File: src/rtl/fetch_queue.sv
// Instruction fetch queue: accepts fetch lines of up to IN_W instructions and
// hands them to decode one at a time from a circular buffer.
module fetch_queue #(
  parameter int XLEN  = 64,
  parameter int ILEN  = 32,
  parameter int DEPTH = 8,
  parameter int IN_W  = 2
) (
  input  logic                         clk_i,
  input  logic                         rst_i,
  input  logic                         flush_i,
  input  logic                         valid_i,
  output logic                         ready_o,
  input  logic [IN_W*ILEN-1:0]         instr_i,
  input  logic [IN_W-1:0]              mask_i,
  input  logic [XLEN-1:0]              pc_i,
  input  logic                         pred_taken_i,
  input  logic [XLEN-1:0]              pred_target_i,
  output logic                         valid_o,
  input  logic                         ready_i,
  output logic [ILEN-1:0]              instr_o,
  output logic [XLEN-1:0]              pc_o,
  output logic                         pred_taken_o,
  output logic [XLEN-1:0]              pred_target_o,
  output logic [$clog2(DEPTH+1)-1:0]   count_o
);

  localparam int PW = $clog2(DEPTH);
  localparam int CW = $clog2(DEPTH+1);
  localparam int NW = $clog2(IN_W+1);

  logic [ILEN-1:0] instr_q  [DEPTH];
  logic [XLEN-1:0] pc_q     [DEPTH];
  logic            pt_q     [DEPTH];
  logic [XLEN-1:0] tgt_q    [DEPTH];

  logic [PW-1:0] head_q, head_d;
  logic [PW-1:0] tail_q, tail_d;
  logic [CW-1:0] count_q, count_d;

  logic [NW-1:0] n_slots;
  logic          enq;
  logic          deq;
  logic [IN_W-1:0] wr_en;
  logic [IN_W-1:0] wr_last;
  logic [PW-1:0]   wr_idx [IN_W];

  always_comb begin
    n_slots = '0;
    for (int k = 0; k < IN_W; k++) begin
      n_slots = n_slots + NW'(mask_i[k]);
    end
  end

  // Readiness depends on registered occupancy only, so a dequeue in the same
  // cycle never opens room for an enqueue.
  assign ready_o = (CW'(DEPTH) - count_q) >= CW'(IN_W);
  assign valid_o = (count_q != '0);

  assign enq = valid_i && ready_o && !flush_i;
  assign deq = valid_o && ready_i && !flush_i;

  always_comb begin
    for (int k = 0; k < IN_W; k++) begin
      wr_idx[k]  = tail_q + PW'(k);
      wr_en[k]   = enq && (k < int'(n_slots));
      wr_last[k] = (k == int'(n_slots) - 1);
    end
  end

  always_comb begin
    head_d  = head_q;
    tail_d  = tail_q;
    count_d = count_q;
    if (flush_i) begin
      head_d  = '0;
      tail_d  = '0;
      count_d = '0;
    end else begin
      if (enq) tail_d = tail_q + PW'(n_slots);
      if (deq) head_d = head_q + PW'(1);
      count_d = count_q + (enq ? CW'(n_slots) : CW'(0)) - (deq ? CW'(1) : CW'(0));
    end
  end

  always_ff @(posedge clk_i or posedge rst_i) begin
    if (rst_i) begin
      head_q  <= '0;
      tail_q  <= '0;
      count_q <= '0;
    end else begin
      head_q  <= head_d;
      tail_q  <= tail_d;
      count_q <= count_d;
    end
  end

  // Only the last valid slot of a line carries the branch prediction.
  always_ff @(posedge clk_i or posedge rst_i) begin
    if (rst_i) begin
      for (int e = 0; e < DEPTH; e++) begin
        instr_q[e] <= '0;
        pc_q[e]    <= '0;
        pt_q[e]    <= 1'b0;
        tgt_q[e]   <= '0;
      end
    end else begin
      for (int k = 0; k < IN_W; k++) begin
        if (wr_en[k]) begin
          instr_q[wr_idx[k]] <= instr_i[k*ILEN +: ILEN];
          pc_q[wr_idx[k]]    <= pc_i + XLEN'(4*k);
          pt_q[wr_idx[k]]    <= wr_last[k] ? pred_taken_i : 1'b0;
          tgt_q[wr_idx[k]]   <= wr_last[k] ? pred_target_i : '0;
        end
      end
    end
  end

  assign instr_o       = instr_q[head_q];
  assign pc_o          = pc_q[head_q];
  assign pred_taken_o  = pt_q[head_q];
  assign pred_target_o = tgt_q[head_q];
  assign count_o       = count_q;

endmodule

File: config.mk
export PLATFORM = sky130hd
export DESIGN_NAME = fetch_queue
export DESIGN_NICKNAME = d
export VERILOG_FILES = /design/src/rtl/fetch_queue.sv
export SDC_FILE = /design/constraint.sdc
export NUM_CORES = 2
export LEC_CHECK = 0
export ABC_CLOCK_PERIOD_IN_PS = 53700
export CAP_MARGIN = 20
export CORE_ASPECT_RATIO = 0.8
export CORE_MARGIN = 4
export CORE_UTILIZATION = 60
export DETAILED_ROUTE_END_ITERATION = 10
export GPL_ROUTABILITY_DRIVEN = 0
export PLACE_DENSITY = 0.8
export SLEW_MARGIN = 20
export SYNTH_ARGS = -nofsm -noshare
export SYNTH_HDL_FRONTEND = slang
export SYNTH_SLANG_ARGS = --single-unit
File: constraint.sdc
create_clock -name clk_i -period 53.7 [get_ports clk_i]
set_input_delay 10.74 -clock clk_i [delete_from_list [all_inputs] [get_ports clk_i]]
set_output_delay 10.74 -clock clk_i [all_outputs]
set_load 0.05 [all_outputs]
==> metrics.md <==
| Metric | Value |
|---|---|
| Yosys top cell area share | 0.502 |
| Post-Synth XOR/XNOR Area | 0.00487 |
| Mux cell area share after synthesis | 0.141 |
| Detailed placer's ending HPWL | 116 mm |
| Cts repair resizes | 0 |
| Die width | 375 um |
| Slew at the pin with the worst max-slew slack | 1.25 ns |
| Vias in the first global route | 55700 |
| CP startpoint kind | flip-flop |
| Total iterations of the first detailed-routing run | 9 |
| Placed insts | 7244 |
| Die area | 113000 um^2 |
| Final Hold Fails | 0 |
| Core ar. | 107000 um^2 |
| Tmin final | 15.96 ns |
| FF+latch count, synth | 1298 |
| Post-synth EDFFs | 0 |
| Fin. max-slew vios | 0 |
| Post-route clock skew | 0.0324 ns |
| Vias per std cell | 7.33 |
| Initial antenna violation count | 44 |
| Max Freq | 62.7 MHz |
| Root Driver | clkbuf_16 |
| Period utilization | 0.297 |
| Final net count | 6178 |
| Synth top area cells | dfrtp_1, mux4_2, a22o_1 |
| DRC | 0 |
| Worst setup EP type | output pin |
| Commonest non-fill, non-tap cell in the layout | dfrtp_1 |
| Most common cell on crit path | buf_4 |
| Design area | 72500 um^2 |
| DP Area | 68000 um^2 |
| Crit Path Class | reg -> out |
| DR vias | 55100 |
| Synth Area in Adders | 0.00352 |
| Top FF cell, synth | dfrtp_1 |
| FP Rows | 107 |
| Share of layout cells above drive strength 1 | 0.145 |
| CP Cell Sequence | buf_4 -> buf_4 -> mux4_2 -> mux2_2 -> clkdlybuf4s50_1 |
| Worst skew pair latency | 0.79 ns |
| Synthesized Nets | 6339 |
| HP Start | pc_q[320] |
| Status | completed |
| Critical path origin | head_q[0] |
| Vertical die dimension | 302 um |
| Layout area overhead | 11.9% |
| ANT nets after route | 0 |
| Largest net degree at the start of global routing | 198 |
| Library cells used by synthesis | 60 |
| Wire per inst | 29.3 um |
| CP arrival | 5.22 ns |
| First DRT Iteration DRCs | 8621 |
| Max_cap viols | 0 |
| Cell Area, Synth | 64700 um^2 |
| Largest family of logic cells by synthesized area | compound AO/OA/AOI/OAI gates |
| Clock Tree Buf Depth | 3 |
| Grt ovf | 0 |
| Leakage | 0.0306 uW |
| Worst path max stage delay | 1.00 ns |
| Starting Density | 0.606 |
| Relative slew slack | 0.169 |
| Clk slew on worst S/H paths | 0.06 ns |
| WL final | 220 mm |
| Worst Path Required | 42.96 ns |
| Final number of setup-violating endpoints | 0 |
| Post-synth top area cell | dfrtp_1 |
| Util after Layout | 0.678 |
| Final TNS setup | 0 ns |
| Cts-stage hold buffer count | 0 |
| Syn avg cell area | 10.6 um^2 |
| WHS | 0.472 ns |
| H-tree levels | 4 |
| Post-Syn Instances | 6122 |
| RSZ-0062 raised after global routing | false |
| FFs w/ async S/R, synth | 1.00 |
| Hold Crit Class | reg -> reg |
| First-pass GRT wire length | 335 mm |
| PortBufs | 366 |
| Synth warn | 0 |
| Non-filler cells in the finished layout | 7509 |
| Most frequent cells in the layout | dfrtp_1, nand2_1, nor2_1 |
| CTS Buf Count | 131 |
| Sequential cell area fraction in the yosys report | 0.502 |
| R2r startpoint | count_o[0] |
| # IOs | 367 |
| CTS Sinks | 1298 |
| Crit-path max FO | 50 |
| CTS tree | yes |
| Peak VDD IR | 0.0487 mV |
| Total setup buffers inserted after CTS | 0 |
| Synth Area in Compound Gates | 0.179 |
| GRT Total Usage | 0.384 |
| FILL cells | 7583 |
| Pwr dens | 54.6 nW/um^2 |
| Simple-gate share of the synthesized area | 0.118 |
| Slowest-stage cell, CP | dfrtp_4 |
==> per-layer routing <==
| layer | track usage | wire (um) | share of wire | up-vias |
|---|---|---|---|---|
| li1 | - | - | - | 22000 |
| met1 | 0.507 | 78100 | 0.35 | 27300 |
| met2 | 0.570 | 98300 | 0.45 | 4809 |
| met3 | 0.122 | 31600 | 0.14 | 923 |
| met4 | 0.216 | 12300 | 0.056 | 10 |
| met5 | 0 | 69 | 0.00031 | - |
==> cell families after synthesis <==
| kind of cell | after synthesis |
|---|---|
| flip-flops | 1298 |
| AO/OA/AOI/OAI | 1659 |
| adder cells (fa/ha/maj) | 17 |
| AND/OR/NAND/NOR | 1859 |
| XOR/XNOR | 36 |
| buffers and inverters | 764 |
| multiplexers | 489 |
==> critical path, delay by kind of cell (launching register included) <==
kind,cells,cell delay (ns)
muxes,2,0.90
DFF,1,1.00
buffers and inverters,3,2.46
==> synth_stat cells, types with 6 or more instances <==
library cell,count
a211oi_1,119
a21oi_1,343
a221oi_1,8
a22o_1,528
a2bb2oi_1,8
a311oi_1,8
a31oi_1,369
and3_1,47
and4_1,6
buf_1,126
buf_2,205
buf_4,38
clkbuf_1,331
clkbuf_2,41
dfrtp_1,1298
ha_1,15
inv_1,20
mux2_2,165
mux4_2,322
nand2_1,895
nand2_2,8
nand3_1,46
nand4_1,19
nor2_1,708
nor2b_1,8
nor3_1,44
nor3_2,9
nor4_1,9
o21a_1,8
o21ai_0,20
o221a_1,7
o221a_2,17
o22ai_1,208
o32ai_1,9
or3_1,29
xnor2_1,23
xor2_1,13
==> area by class of cell <==
cell class,count,area (um^2),share of cell area
clock inverters,52,569,0.00786
diodes,38,95.1,0.00131
clock buffers,174,3730,0.0515
repair buffers,447,4390,0.0605
flip-flops and latches,1298,32500,0.448
multi-input cells,4060,29300,0.405
inverters,23,93.8,0.00130
well taps,1417,1770,0.0245
==> flip-flops by register name, indices dropped and copies added (netlist names) <==
signal and cells:
pc_q 512, tail_q 3, tgt_q 512, pt_q 8
count_o 4, head_q 3, instr_q 256
==> power by group <==
group          internal, uW  total, uW  switching, uW
clock network           529        937            408
registers              1270       1450            185
logic                   673       1560            891
total                  2470       3950           1480
==> worst paths after layout <==
path                                    end  slack (ns)  cells past startpoint
max                        pred_target_o[2]       37.74                      5
min                               pc_q[320]        0.47                      2
max reg2reg                      tgt_q[151]       48.94                      8
min reg2reg                       pc_q[320]        0.47                      2
max in group asynchronous       instr_q[77]       39.18                      6
min in group asynchronous         pc_q[479]       10.55                      2
==> per-stage QoR <==
stage / worst slack, ns / total power [uW]
2_1_floorplan: 6.37 / 2540
5_1_grt: 37.36 / 4110
3_3_place_gp: 38.34 / 2950
4_1_cts: 37.61 / 3930
3_5_place_dp: 38.31 / 2990
6_report: 37.74 / 3950
Power figures use the tool's default switching activity.
